## config.mk

```make
export PLATFORM = sky130hd
export DESIGN_NAME = pipe_stage_skid_reg_flat
export DESIGN_NICKNAME = d
export VERILOG_FILES = /design/src/rtl/pipe_stage_skid_reg_if.sv /design/src/rtl/pipe_stage_skid_reg.sv /design/src/flat_wrapper.sv
export SDC_FILE = /design/constraint.sdc
export NUM_CORES = 1
export LEC_CHECK = 0
export CAP_MARGIN = 25
export CORE_UTILIZATION = 40
export DETAILED_ROUTE_END_ITERATION = 10
export PLACE_DENSITY = 0.65
export RECOVER_POWER = 100
export SLEW_MARGIN = 10
export SYNTH_ARGS = -nofsm -noshare
export SYNTH_HDL_FRONTEND = slang
export SYNTH_SLANG_ARGS = --single-unit
```

## constraint.sdc

```tcl
create_clock -name clk -period 3.53 [get_ports clk]
set_clock_uncertainty 0.05 [all_clocks]
set_input_delay 0.706 -clock clk [delete_from_list [all_inputs] [get_ports clk]]
set_output_delay 0.706 -clock clk [all_outputs]
set_load 0.005 [all_outputs]
```

## src/rtl/pipe_stage_skid_reg_if.sv

```systemverilog
// Handshake bundle for one elastic pipeline stage boundary: upstream (in_*) and downstream (out_*) sides.
// The stage itself takes the slave view, and the neighbouring stages or bench take the master view.
interface pipe_stage_skid_reg_if #(
    parameter int DATA_W = 32,
    parameter int CTRL_W = 16
);
    logic              in_valid;
    logic              in_ready;
    logic [DATA_W-1:0] in_data;
    logic [CTRL_W-1:0] in_ctrl;
    logic              out_valid;
    logic              out_ready;
    logic [DATA_W-1:0] out_data;
    logic [CTRL_W-1:0] out_ctrl;

    modport master (
        output in_valid, in_data, in_ctrl, out_ready,
        input  in_ready, out_valid, out_data, out_ctrl
    );

    modport slave (
        input  in_valid, in_data, in_ctrl, out_ready,
        output in_ready, out_valid, out_data, out_ctrl
    );
endinterface

```

## src/rtl/pipe_stage_skid_reg.sv

```systemverilog
// Elastic pipeline stage register with a 2-entry skid buffer, flush, and saturating stall/bubble counters.
// Every output comes straight from a flop, so no combinational path runs from the inputs to the outputs.
//
//  state | meaning
//  EMPTY | no entry held; out_valid=0, in_ready=1
//  ONE   | head holds an entry; skid empty; in_ready=1
//  FULL  | head and skid both hold entries; in_ready=0
module pipe_stage_skid_reg #(
    parameter int               DATA_W   = 32,
    parameter int               CTRL_W   = 16,
    parameter logic [CTRL_W-1:0] NOP_CTRL = '0,
    parameter int               CNT_W    = 16
) (
    input  logic                   clk,
    input  logic                   rst_n,
    pipe_stage_skid_reg_if.slave   bus,
    input  logic                   flush,
    output logic [CNT_W-1:0]       stall_count,
    output logic [CNT_W-1:0]       bubble_count
);
    typedef enum logic [1:0] {
        EMPTY = 2'd0,
        ONE   = 2'd1,
        FULL  = 2'd2
    } state_t;

    localparam logic [CNT_W-1:0] CNT_INC = {{(CNT_W-1){1'b0}}, 1'b1};

    state_t            state, state_nxt;
    logic [DATA_W-1:0] head_data, head_data_nxt, skid_data, skid_data_nxt;
    logic [CTRL_W-1:0] head_ctrl, head_ctrl_nxt, skid_ctrl, skid_ctrl_nxt;
    logic              out_valid_q, in_ready_q;
    logic              accept, consume;

    assign accept  = bus.in_valid & in_ready_q;
    assign consume = out_valid_q & bus.out_ready;

    always_ff @(posedge clk or negedge rst_n) begin
        if (!rst_n) begin
            state       <= EMPTY;
            head_data   <= '0;
            head_ctrl   <= NOP_CTRL;
            skid_data   <= '0;
            skid_ctrl   <= NOP_CTRL;
            out_valid_q <= 1'b0;
            in_ready_q  <= 1'b1;
        end else begin
            state       <= state_nxt;
            head_data   <= head_data_nxt;
            head_ctrl   <= head_ctrl_nxt;
            skid_data   <= skid_data_nxt;
            skid_ctrl   <= skid_ctrl_nxt;
            out_valid_q <= (state_nxt != EMPTY);
            in_ready_q  <= (state_nxt != FULL);
        end
    end

    // head_ctrl is forced to NOP whenever the head slot empties, so out_ctrl needs no output mux.
    always_comb begin
        state_nxt     = state;
        head_data_nxt = head_data;
        head_ctrl_nxt = head_ctrl;
        skid_data_nxt = skid_data;
        skid_ctrl_nxt = skid_ctrl;
        if (flush) begin
            state_nxt     = EMPTY;
            head_data_nxt = '0;
            head_ctrl_nxt = NOP_CTRL;
            skid_data_nxt = '0;
            skid_ctrl_nxt = NOP_CTRL;
        end else begin
            case (state)
                EMPTY: begin
                    if (accept) begin
                        head_data_nxt = bus.in_data;
                        head_ctrl_nxt = bus.in_ctrl;
                        state_nxt     = ONE;
                    end
                end
                ONE: begin
                    if (accept && consume) begin
                        head_data_nxt = bus.in_data;
                        head_ctrl_nxt = bus.in_ctrl;
                    end else if (accept) begin
                        skid_data_nxt = bus.in_data;
                        skid_ctrl_nxt = bus.in_ctrl;
                        state_nxt     = FULL;
                    end else if (consume) begin
                        head_ctrl_nxt = NOP_CTRL;
                        state_nxt     = EMPTY;
                    end
                end
                FULL: begin
                    if (consume) begin
                        head_data_nxt = skid_data;
                        head_ctrl_nxt = skid_ctrl;
                        skid_data_nxt = '0;
                        skid_ctrl_nxt = NOP_CTRL;
                        state_nxt     = ONE;
                    end
                end
                default: begin
                    state_nxt     = EMPTY;
                    head_ctrl_nxt = NOP_CTRL;
                end
            endcase
        end
    end

    // Counters sample the pre-flush handshake and survive flush; only reset clears them.
    always_ff @(posedge clk or negedge rst_n) begin
        if (!rst_n) begin
            stall_count  <= '0;
            bubble_count <= '0;
        end else begin
            if (out_valid_q && !bus.out_ready && (stall_count != '1))
                stall_count <= stall_count + CNT_INC;
            if (!out_valid_q && (bubble_count != '1))
                bubble_count <= bubble_count + CNT_INC;
        end
    end

    assign bus.out_valid = out_valid_q;
    assign bus.in_ready  = in_ready_q;
    assign bus.out_data  = head_data;
    assign bus.out_ctrl  = head_ctrl;
endmodule

```

## src/flat_wrapper.sv

```systemverilog
// flat-port wrapper written by rule: the top's interface ports become plain ports
module pipe_stage_skid_reg_flat 
#(
    parameter int               DATA_W   = 32,
    parameter int               CTRL_W   = 16,
    parameter logic [CTRL_W-1:0] NOP_CTRL = '0,
    parameter int               CNT_W    = 16
)
  (clk, rst_n, flush, stall_count, bubble_count, bus_in_valid, bus_in_data, bus_in_ctrl, bus_out_ready, bus_in_ready, bus_out_valid, bus_out_data, bus_out_ctrl);
  pipe_stage_skid_reg_if #(.DATA_W(DATA_W), .CTRL_W(CTRL_W)) bus_i ();
  input  logic clk;
  input  logic rst_n;
  input  logic flush;
  output logic [CNT_W-1:0] stall_count;
  output logic [CNT_W-1:0] bubble_count;
  input wire logic [$bits(bus_i.in_valid)-1:0] bus_in_valid;
  input wire logic [$bits(bus_i.in_data)-1:0] bus_in_data;
  input wire logic [$bits(bus_i.in_ctrl)-1:0] bus_in_ctrl;
  input wire logic [$bits(bus_i.out_ready)-1:0] bus_out_ready;
  output wire logic [$bits(bus_i.in_ready)-1:0] bus_in_ready;
  output wire logic [$bits(bus_i.out_valid)-1:0] bus_out_valid;
  output wire logic [$bits(bus_i.out_data)-1:0] bus_out_data;
  output wire logic [$bits(bus_i.out_ctrl)-1:0] bus_out_ctrl;
  assign bus_i.in_valid = bus_in_valid;
  assign bus_i.in_data = bus_in_data;
  assign bus_i.in_ctrl = bus_in_ctrl;
  assign bus_i.out_ready = bus_out_ready;
  assign bus_in_ready = bus_i.in_ready;
  assign bus_out_valid = bus_i.out_valid;
  assign bus_out_data = bus_i.out_data;
  assign bus_out_ctrl = bus_i.out_ctrl;
  pipe_stage_skid_reg #(.DATA_W(DATA_W), .CTRL_W(CTRL_W), .NOP_CTRL(NOP_CTRL), .CNT_W(CNT_W)) u_core (.clk(clk), .rst_n(rst_n), .bus(bus_i), .flush(flush), .stall_count(stall_count), .bubble_count(bubble_count));
endmodule
```

### Word level (Yosys, flattened, before mapping)

Cells that the tools add are included.

* input bits: 53
* output and inout bits: 82
* register bits after elaboration: 132
* logic and storage cells: 64

* $add $sub $neg: 2
* equal/unequal tests: 12
* mux-type cells: 26
* bitwise operators: 2
* reduce and logical (&&, ||, !) cells: 13

Operators by type and width (number)
* $mux 32: 7
* $mux 16: 8
* $pmux 32 s3: 1
* $pmux 32 s2: 1
* $pmux 16 s3: 1
* $add 16x1->16 const B: 2
* $ne 16x16->1 const B: 2
* $pmux 16 s2: 1
* $mux 2: 6
* $ne 3x2->1 const B: 4
* $reduce_and 4->1: 3
* $pmux 2 s3: 1
* $logic_and 1x1->1: 4
* $ne 4x2->1 const B: 1
* $ne 4x4->1 const B: 1
* $reduce_bool 4->1: 1
* $ne 3x3->1 const B: 1
* $reduce_bool 3->1: 1
* $and 1x1->1: 2
* $eq 2x1->1 const B: 1
* $eq 2x2->1 const B: 1
* $logic_not 1->1: 2
* $logic_not 2->1: 1
* $ne 2x2->1 const B: 1
* $reduce_bool 2->1: 1

### Longest topological paths before layout

Gate-level depths: netlist of run 1.

* depth in word-level cells: 7
* depth in mapped cells: 9
* gate-level depth less buffers: 6

### Least setup slack after synthesis of run 1

OpenSTA, ideal clock, no wires.

* kind: input to register
* start: in flush
* end: reg u_core.head_ctrl[10], in the netlist u_core.bus.out_ctrl[10]
* required time: 3.415 ns
* arrival time: 2.062 ns
* setup slack: 1.352 ns
* cell stages on the path: 5
* cell sequence: buf_2 > or2_2 > nor4_2 > buf_2 > a22o_1

* longest elaborated chain between the ends: 2
* elaborated cells between the ends (all ways): 6
* those cells by class: 4 x eq/ne; 1 x mux; 1 x reduce/logical

Ends and longest elaborated chain
* start: declaration: RTL line flat_wrapper.sv:13 `input logic flush;`
* $ne 4x4->1 (no source line) (tied with other cells)
* $reduce_and 4->1 (no source line)
* end signal: assignment: RTL line pipe_stage_skid_reg.sv:50 `head_ctrl <= head_ctrl_nxt;`
* end: declaration: RTL line pipe_stage_skid_reg.sv:31 `logic [CTRL_W-1:0] head_ctrl, head_ctrl_nxt, skid_ctrl, skid_ctrl_nxt;`

Parallel ways exist; a longest one is shown, timed or not.
A chain may end at the register's enable or synchronous reset.

### Worst setup path after layout of run 1

* start: reg u_core.state[0]
* end: reg u_core.skid_data[14]

* longest elaborated chain between the ends: 3
* elaborated cells between the ends (all ways): 9
* those cells by class: 5 x eq/ne; 2 x mux; 2 x reduce/logical

Ends and longest elaborated chain
* start: declaration: RTL line pipe_stage_skid_reg.sv:29 `state_t state, state_nxt;`
* start signal: assignment: RTL line pipe_stage_skid_reg.sv:48 `state <= state_nxt;`
* $eq 2x2->1 or $eq 2x1->1 (tied branches): RTL line pipe_stage_skid_reg.sv:72 `case (state)`
* $ne 3x2->1 (no source line) (tied with other cells)
* $reduce_and 4->1 (no source line) or $mux 32 (tied branches)
* end signal: assignment: RTL line pipe_stage_skid_reg.sv:51 `skid_data <= skid_data_nxt;`
* end: declaration: RTL line pipe_stage_skid_reg.sv:30 `logic [DATA_W-1:0] head_data, head_data_nxt, skid_data, skid_data_nxt;`

Parallel ways exist; a longest one is shown, timed or not.

==> insert_results.sql, run 1 <==
INSERT INTO impl_metrics (metric_group, metric, value, unit) VALUES
('cells_and_area', 'fin_util', '54.1', '%'),
('placed_design', 'detailedPlace.worstSlack', '0.789', 'ns'),
('timing', 'timing.final.ws_setup', '0.768', 'ns'),
('timing', 'grt_setup_unrepaired', 'no', ''),
('clocking', 'worstSkewPairLatency', '0.42', 'ns'),
('floorplan', 'die_x', '127', 'um'),
('pwr', 'total_power', '4.96', 'mW'),
('synthesis', 'syn-instance-count', '592', ''),
('floorplan', 'initial_core_util', '41.1', '%'),
('detailed_routing', 'routed-via-count', '4946', ''),
('placed_design', 'dp.final_hpwl', '9980', 'um'),
('clocking', 'cts_post_setup_buffers_inserted', '0', ''),
('clocking', 'max-clock-path-buffers', '2', ''),
('status', 'violations_in_the_final_reports', 'capacitance limit, slew limit', ''),
('timing', 'fmax_achieved', '362', 'MHz'),
('setup_path', 'worstSetupEndpointType', 'flop', ''),
('timing', 'final.setup.tns', '0', 'ns'),
('clocking', 'clock_sink_count', '132', ''),
('synthesis', 'yosys.area.top_type', 'sky130_fd_sc_hd__dfrtp_1', ''),
('timing', 'final_worst_path_period_share', '78.2', '%'),
('synthesis', 'ys_seq_elements', '132', ''),
('placed_design', 'finalWeightedCongestion', '0.842', ''),
('detailed_routing', 'post-route-drc-count', '0', ''),
('clocking', 'ctsResizeCount', '0', ''),
('pwr', 'power.leakage', '3.69', 'nW'),
('cells_and_area', 'stdcell_count', '919', ''),
('synthesis', 'most_common_cell_in_the_synthesized_netlist', 'sky130_fd_sc_hd__dfrtp_1', ''),
('synthesis', 'synth_fp_nets', '651', ''),
('synthesis', 'synth-main-ff-cell', 'sky130_fd_sc_hd__dfrtp_1', ''),
('synthesis', 'mappedNetlistArea', '6240', 'um2'),
('timing', 'worst_pin_slew', '1.95', 'ns'),
('timing', 'report.final.slew_viol_count', '78', ''),
('synthesis', 'post_synthesis_mean_instance_area', '10.5', 'um2'),
('timing', 'setup_viol_count_final', '0', ''),
('setup_path', 'path_max_fanout', '96', ''),
('setup_path', 'critPathArrivalTime', '2.99', 'ns'),
('clocking', 'clock_tree_from_tritoncts', 'yes', ''),
('grt', 'initial_antenna_violation_count', '0', ''),
('grt', 'overflow', '0', ''),
('floorplan', 'die_area', '16100', 'um2'),
('detailed_routing', 'drt_pass1_iterations', '4', ''),
('pwr', 'power.ir.vdd_worst', '0.385', 'mV'),
('clocking', 'clk_transition_reported_paths', '0.06', 'ns'),
('clocking', 'numCtsBuffers', '17', ''),
('detailed_routing', 'routed_wirelength', '15100', 'um'),
('synthesis', 'synth.yosys.warnings', '0', ''),
('cells_and_area', 'antennaDiodeCount', '0', ''),
('timing', 'timing_hold_violations_final', '0', ''),
('grt', 'gr-usage-all-layers', '20.4', '%'),
('detailed_routing', 'route.detailed.vias_per_inst', '5.38', ''),
('floorplan', 'core-area', '15200', 'um2'),
('cells_and_area', 'num-nets-final', '777', ''),
('synthesis', 'synth.yosys.seq_area_share', '52.9', '%'),
('synthesis', 'netlist-cell-type-count', '52', ''),
('timing', 'worst_slew_margin_rel', '-30.1', '%'),
('setup_path', 'critical_path_class', 'flop to flop', ''),
('clocking', 'clockRootBuffer', 'sky130_fd_sc_hd__clkbuf_16', ''),
('synthesis', 'synthArstFlopShare', '100', '%'),
('floorplan', 'row_count', '45', ''),
('cells_and_area', 'post_route_cells_drive_above_1_share', '8.76', '%'),
('status', 'outcome', 'finished with violations', ''),
('synthesis', 'synth-edff-count', '0', ''),
('timing', 'period_minus_ws_final', '2.76', 'ns'),
('setup_path', 'critical_path_required', '3.76', 'ns'),
('floorplan', 'chipHeight', '127', 'um'),
('flow_run', 'max_cap_viols', '1', ''),
('setup_path', 'setup.worst_path.start_class', 'flop', ''),
('synthesis', 'synth_top_cell_area_share', '52.5', '%'),
('hold_path', 'worst_hold_path_type', 'flop to flop', ''),
('grt', 'via_count_of_the_first_global_routing_pass', '5118', ''),
('clocking', 'htreeDepth', '4', '');
-- critical path, cell delays in order (launching register included) --
cell,delay [ns]
sky130_fd_sc_hd__dfrtp_1,0.43
sky130_fd_sc_hd__inv_1,0.11
sky130_fd_sc_hd__ha_1,0.87
sky130_fd_sc_hd__and3b_1,0.30
sky130_fd_sc_hd__a221oi_4,0.29
sky130_fd_sc_hd__buf_12,0.33
sky130_fd_sc_hd__o21ai_0,0.17
-- per-layer routing --
layer / vias up / wire length, um / global-route usage (%)
met3: 14 / 916 / 5.78
li1: 2352 / - / -
met5: - / 0 / 0
met1: 2449 / 6900 / 26.3
met4: 0 / 171 / 7.49
met2: 131 / 7140 / 32.9
-- metrics by stage --
step	hold slack [ns]	area (um2)
detailed placement	0.422	7760
CTS	0.293	8320
global route	0.465	8230
global placement	0.411	7760
floorplan	0.360	6240
finish	0.430	8230
-- cells by family after synthesis --
| family | share of synthesized area, % |
|---|---|
| buf+inv | 3.47 |
| simple gates | 15.0 |
| xor+xnor | 3.09 |
| fa+ha+maj | 1.36 |
| mux | 6.17 |
| flops | 52.9 |
| compound gates | 17.9 |
-- sequential cells by signal (all words and copies together) (netlist names) --
register	count
u_core.bus.out_data	32
u_core.skid_data	32
u_core.bubble_count	16
u_core.bus.out_ctrl	16
u_core.skid_ctrl	16
u_core.stall_count	16
u_core.state	2
u_core.bus.in_ready	1
u_core.bus.out_valid	1
-- cells in the final DEF, fill, tap and decap left out, types with 5 or more instances in the layout --
cell type                         netlist  final
sky130_fd_sc_hd__inv_1                  9      9
sky130_fd_sc_hd__mux2i_1               34     34
sky130_fd_sc_hd__xnor2_1               12     12
sky130_fd_sc_hd__clkbuf_16              0     17
sky130_fd_sc_hd__dfrtp_1              131    131
sky130_fd_sc_hd__a22o_1                32     32
sky130_fd_sc_hd__xor2_1                10     10
sky130_fd_sc_hd__dlygate4sd3_1          0     83
sky130_fd_sc_hd__nor2_1                44     43
sky130_fd_sc_hd__nand3_1               13     13
sky130_fd_sc_hd__and3_1                 8      8
sky130_fd_sc_hd__o21ai_0               50     51
sky130_fd_sc_hd__ha_1                   6      6
sky130_fd_sc_hd__nand2_1              108    108
sky130_fd_sc_hd__a211oi_2              28     12
sky130_fd_sc_hd__nand4_1               11     11
sky130_fd_sc_hd__buf_4                  3      6
sky130_fd_sc_hd__a21oi_1                5      5
sky130_fd_sc_hd__a211oi_1               4     20
sky130_fd_sc_hd__clkdlybuf4s50_1        0     49
sky130_fd_sc_hd__nor3_1                 4      5
-- power by group --
part	leakage, nW	total (mW)	switching, mW	internal (mW)
clock	0.276	1.69	0.654	1.04
sequential	1.72	2.03	0.240	1.79
combinational	1.69	1.24	0.600	0.640
total	3.69	4.96	1.49	3.47
-- area by class of cell --
type / instances / area (um2)
clock buffer: 24 / 492
clock inverter: 8 / 73.8
fill: 1358 / 6970
inverter: 9 / 33.8
multi-input combinational: 415 / 2650
sequential: 132 / 3300
tap: 188 / 235
timing repair buffer: 143 / 1440
-- final timing paths --
path                                      start                      end  slack, ns  cells past startpoint
max                             u_core.state[0]     u_core.skid_data[14]       0.77                      6
min                        u_core.skid_data[21]     u_core.skid_data[21]       0.43                      2
max reg2reg                     u_core.state[0]     u_core.skid_data[14]       0.77                      6
min reg2reg                u_core.skid_data[21]     u_core.skid_data[21]       0.43                      2
max in group asynchronous                 rst_n      u_core.skid_data[2]       1.49                      1
min in group asynchronous                 rst_n  u_core.bubble_count[14]       0.77                      1
(Power assumes the default switching activity.)
==> run 2, diff against run 1 <==
==> constraint.sdc (replaced) <==
create_clock -name clk -period 2.64 [get_ports clk]
set_clock_uncertainty 0.05 [all_clocks]
set_input_delay 0.528 -clock clk [delete_from_list [all_inputs] [get_ports clk]]
set_output_delay 0.528 -clock clk [all_outputs]
set_load 0.005 [all_outputs]
==> insert_results.sql, run 2 (same netlist as run 1, synthesis figures left out) <==
INSERT INTO impl_metrics (metric_group, metric, value, unit) VALUES
('cells_and_area', 'areaGrowthSynthToFinish', '31.4', '%'),
('cells_and_area', 'post_route_cells_drive_above_1_share', '8.19', '%'),
('floorplan', 'row_count', '45', ''),
('setup_path', 'critical_path_required', '2.85', 'ns'),
('cells_and_area', 'antennaDiodeCount', '0', ''),
('setup_path', 'setup.worst_path.start_class', 'flop', ''),
('clocking', 'clock_sink_count', '132', ''),
('cells_and_area', 'commonest_cells_after_routing_fill_and_taps_aside', '131 x sky130_fd_sc_hd__dfrtp_1, 108 x sky130_fd_sc_hd__nand2_1, 83 x sky130_fd_sc_hd__dlygate4sd3_1', ''),
('cells_and_area', 'stdcell_count', '921', ''),
('clocking', 'clockRootBuffer', 'sky130_fd_sc_hd__clkbuf_16', ''),
('timing', 'setup_viol_count_final', '0', ''),
('cells_and_area', 'multi_input_comb_area', '2630', 'um2'),
('cells_and_area', 'num-nets-final', '781', ''),
('setup_path', 'path_max_fanout', '96', ''),
('detailed_routing', 'wl_per_cell', '16.1', 'um'),
('setup_path', 'worstSetupEndpointType', 'flop', ''),
('setup_path', 'rr_startpoint', 'u_core.state[0]', ''),
('clocking', 'clk_transition_reported_paths', '0.06', 'ns'),
('timing', 'hold_ws', '0.416', 'ns'),
('detailed_routing', 'antenna_violating_nets_post_route', '0', ''),
('timing', 'timing.final.ws_setup', '0.367', 'ns'),
('detailed_routing', 'post-route-drc-count', '0', ''),
('setup_path', 'rrSetupSlack', '0.37', 'ns'),
('timing', 'fmax_achieved', '440', 'MHz'),
('placed_design', 'placement.io_buffers', '134', ''),
('timing', 'timing_hold_violations_final', '0', ''),
('cells_and_area', 'sequential_cell_area', '3300', 'um2'),
('grt', 'gr-usage-all-layers', '19.4', '%'),
('status', 'violations_in_the_final_reports', 'capacitance limit, slew limit', ''),
('floorplan', 'core-area', '15200', 'um2'),
('detailed_routing', 'route.detailed.vias_per_inst', '5.34', ''),
('timing', 'grt_setup_unrepaired', 'no', ''),
('clocking', 'max-clock-path-buffers', '2', ''),
('detailed_routing', 'drt_iter0_markers', '185', ''),
('floorplan', 'chipHeight', '127', 'um'),
('grt', 'grt_start_max_net_pins', '97', ''),
('clocking', 'clock_tree_from_tritoncts', 'yes', ''),
('clocking', 'ctsHoldBuffers', '0', ''),
('timing', 'worst_slew_margin_rel', '-0.165', '%'),
('cells_and_area', 'finish.instance_area', '8200', 'um2'),
('timing', 'worst_pin_slew', '1.50', 'ns'),
('timing', 'final_worst_path_period_share', '86.1', '%'),
('detailed_routing', 'drt_pass1_iterations', '5', ''),
('setup_path', 'worstRegToRegCells', '6', ''),
('setup_path', 'cp-startpoint', 'u_core.state[0]', ''),
('cells_and_area', 'mostFrequentLayoutCell', 'sky130_fd_sc_hd__dfrtp_1', ''),
('floorplan', 'die_area', '16100', 'um2'),
('detailed_routing', 'routed_wirelength', '14900', 'um'),
('timing', 'report.final.slew_viol_count', '49', ''),
('clocking', 'worstSkewPairLatency', '0.41', 'ns'),
('clocking', 'htreeDepth', '4', ''),
('grt', 'via_count_of_the_first_global_routing_pass', '4877', ''),
('grt', 'initial_antenna_violation_count', '0', ''),
('placed_design', 'detailed_place.area', '7810', 'um2'),
('pwr', 'total_power', '6.44', 'mW'),
('clocking', 'numCtsBuffers', '17', ''),
('cells_and_area', 'fin_util', '53.9', '%'),
('pwr', 'power.density_cell_area', '785', 'nW/um2'),
('placed_design', 'finalWeightedCongestion', '0.849', ''),
('pwr', 'power.leakage', '3.68', 'nW'),
('timing', 'final.setup.tns', '0', 'ns'),
('floorplan', 'die_x', '127', 'um'),
('hold_path', 'worst_hold_path_type', 'input pin to async pin', ''),
('grt', 'overflow', '0', ''),
('setup_path', 'reg2reg_to', 'u_core.skid_data[16]', ''),
('timing', 'period_minus_ws_final', '2.27', 'ns'),
('floorplan', 'count_of_pins_on_the_block_boundary', '135', ''),
('floorplan', 'initial_core_util', '41.1', '%'),
('placed_design', 'place.detailed.instances', '891', ''),
('setup_path', 'critPathArrivalTime', '2.49', 'ns'),
('cells_and_area', 'fill_cells', '1316', ''),
('detailed_routing', 'routed-via-count', '4922', ''),
('placed_design', 'dp.final_hpwl', '9920', 'um'),
('grt', 'grt_pass1_wl', '24500', 'um'),
('placed_design', 'detailedPlace.worstSlack', '0.0353', 'ns'),
('pwr', 'power.ir.vdd_worst', '0.502', 'mV'),
('status', 'outcome', 'finished with violations', ''),
('setup_path', 'critical_path_class', 'flop to flop', ''),
('clocking', 'cts_post_setup_buffers_inserted', '0', ''),
('clocking', 'ctsResizeCount', '0', ''),
('flow_run', 'max_cap_viols', '1', '');
run 2: cell count changes in the layout (fill, tap and decap cells not counted), moves of 2 or more:
cell                       change
sky130_fd_sc_hd__a211oi_1      +3
sky130_fd_sc_hd__a211oi_2      -3
sky130_fd_sc_hd__clkbuf_1      +3
sky130_fd_sc_hd__buf_12        +2
run 2: final cells by class:
type / count / share of cell area, %
inverters: 9 / 0.412
well taps: 188 / 2.87
repair buffers: 147 / 18.1
flip-flops and latches: 132 / 40.3
clock inverters: 5 / 0.336
clock buffers: 25 / 5.92
multi-input cells: 415 / 32.0
run 2: power breakdown:
part           switching [mW]  internal [mW]  total, mW
Combinational           0.786          0.856       1.64
Clock                   0.818           1.26       2.07
Sequential              0.328           2.39       2.72
run 2: critical path, cell delays in order, from the launching register on:
cell	delay (ns)
sky130_fd_sc_hd__dfrtp_1	0.43
sky130_fd_sc_hd__inv_1	0.10
sky130_fd_sc_hd__ha_1	0.30
sky130_fd_sc_hd__and3b_1	0.22
sky130_fd_sc_hd__a221oi_1	0.43
sky130_fd_sc_hd__buf_12	0.36
sky130_fd_sc_hd__o21ai_0	0.18
run 2: metal layers:
metal	track usage, %	up-vias	share of wire [%]
met4	6.44	0	0.98
li1	-	2359	-
met5	0	-	0
met2	30.4	132	47
met1	26.2	2415	48
met3	5.10	16	4.2
run 2: how the worst max path moves through the flow:
stage | end | slack (ns) | cells past startpoint
finish | u_core.skid_data[16] | 0.37 | 6
detailed placement | u_core.bus.out_data[24] | 0.04 | 6
global placement | u_core.bus.out_data[23] | 0.13 | 6
CTS | u_core.bus.out_data[22] | 0.43 | 7
floorplan | u_core.bus.out_data[10] | 0.59 | 7
global route | u_core.skid_data[16] | 0.18 | 7
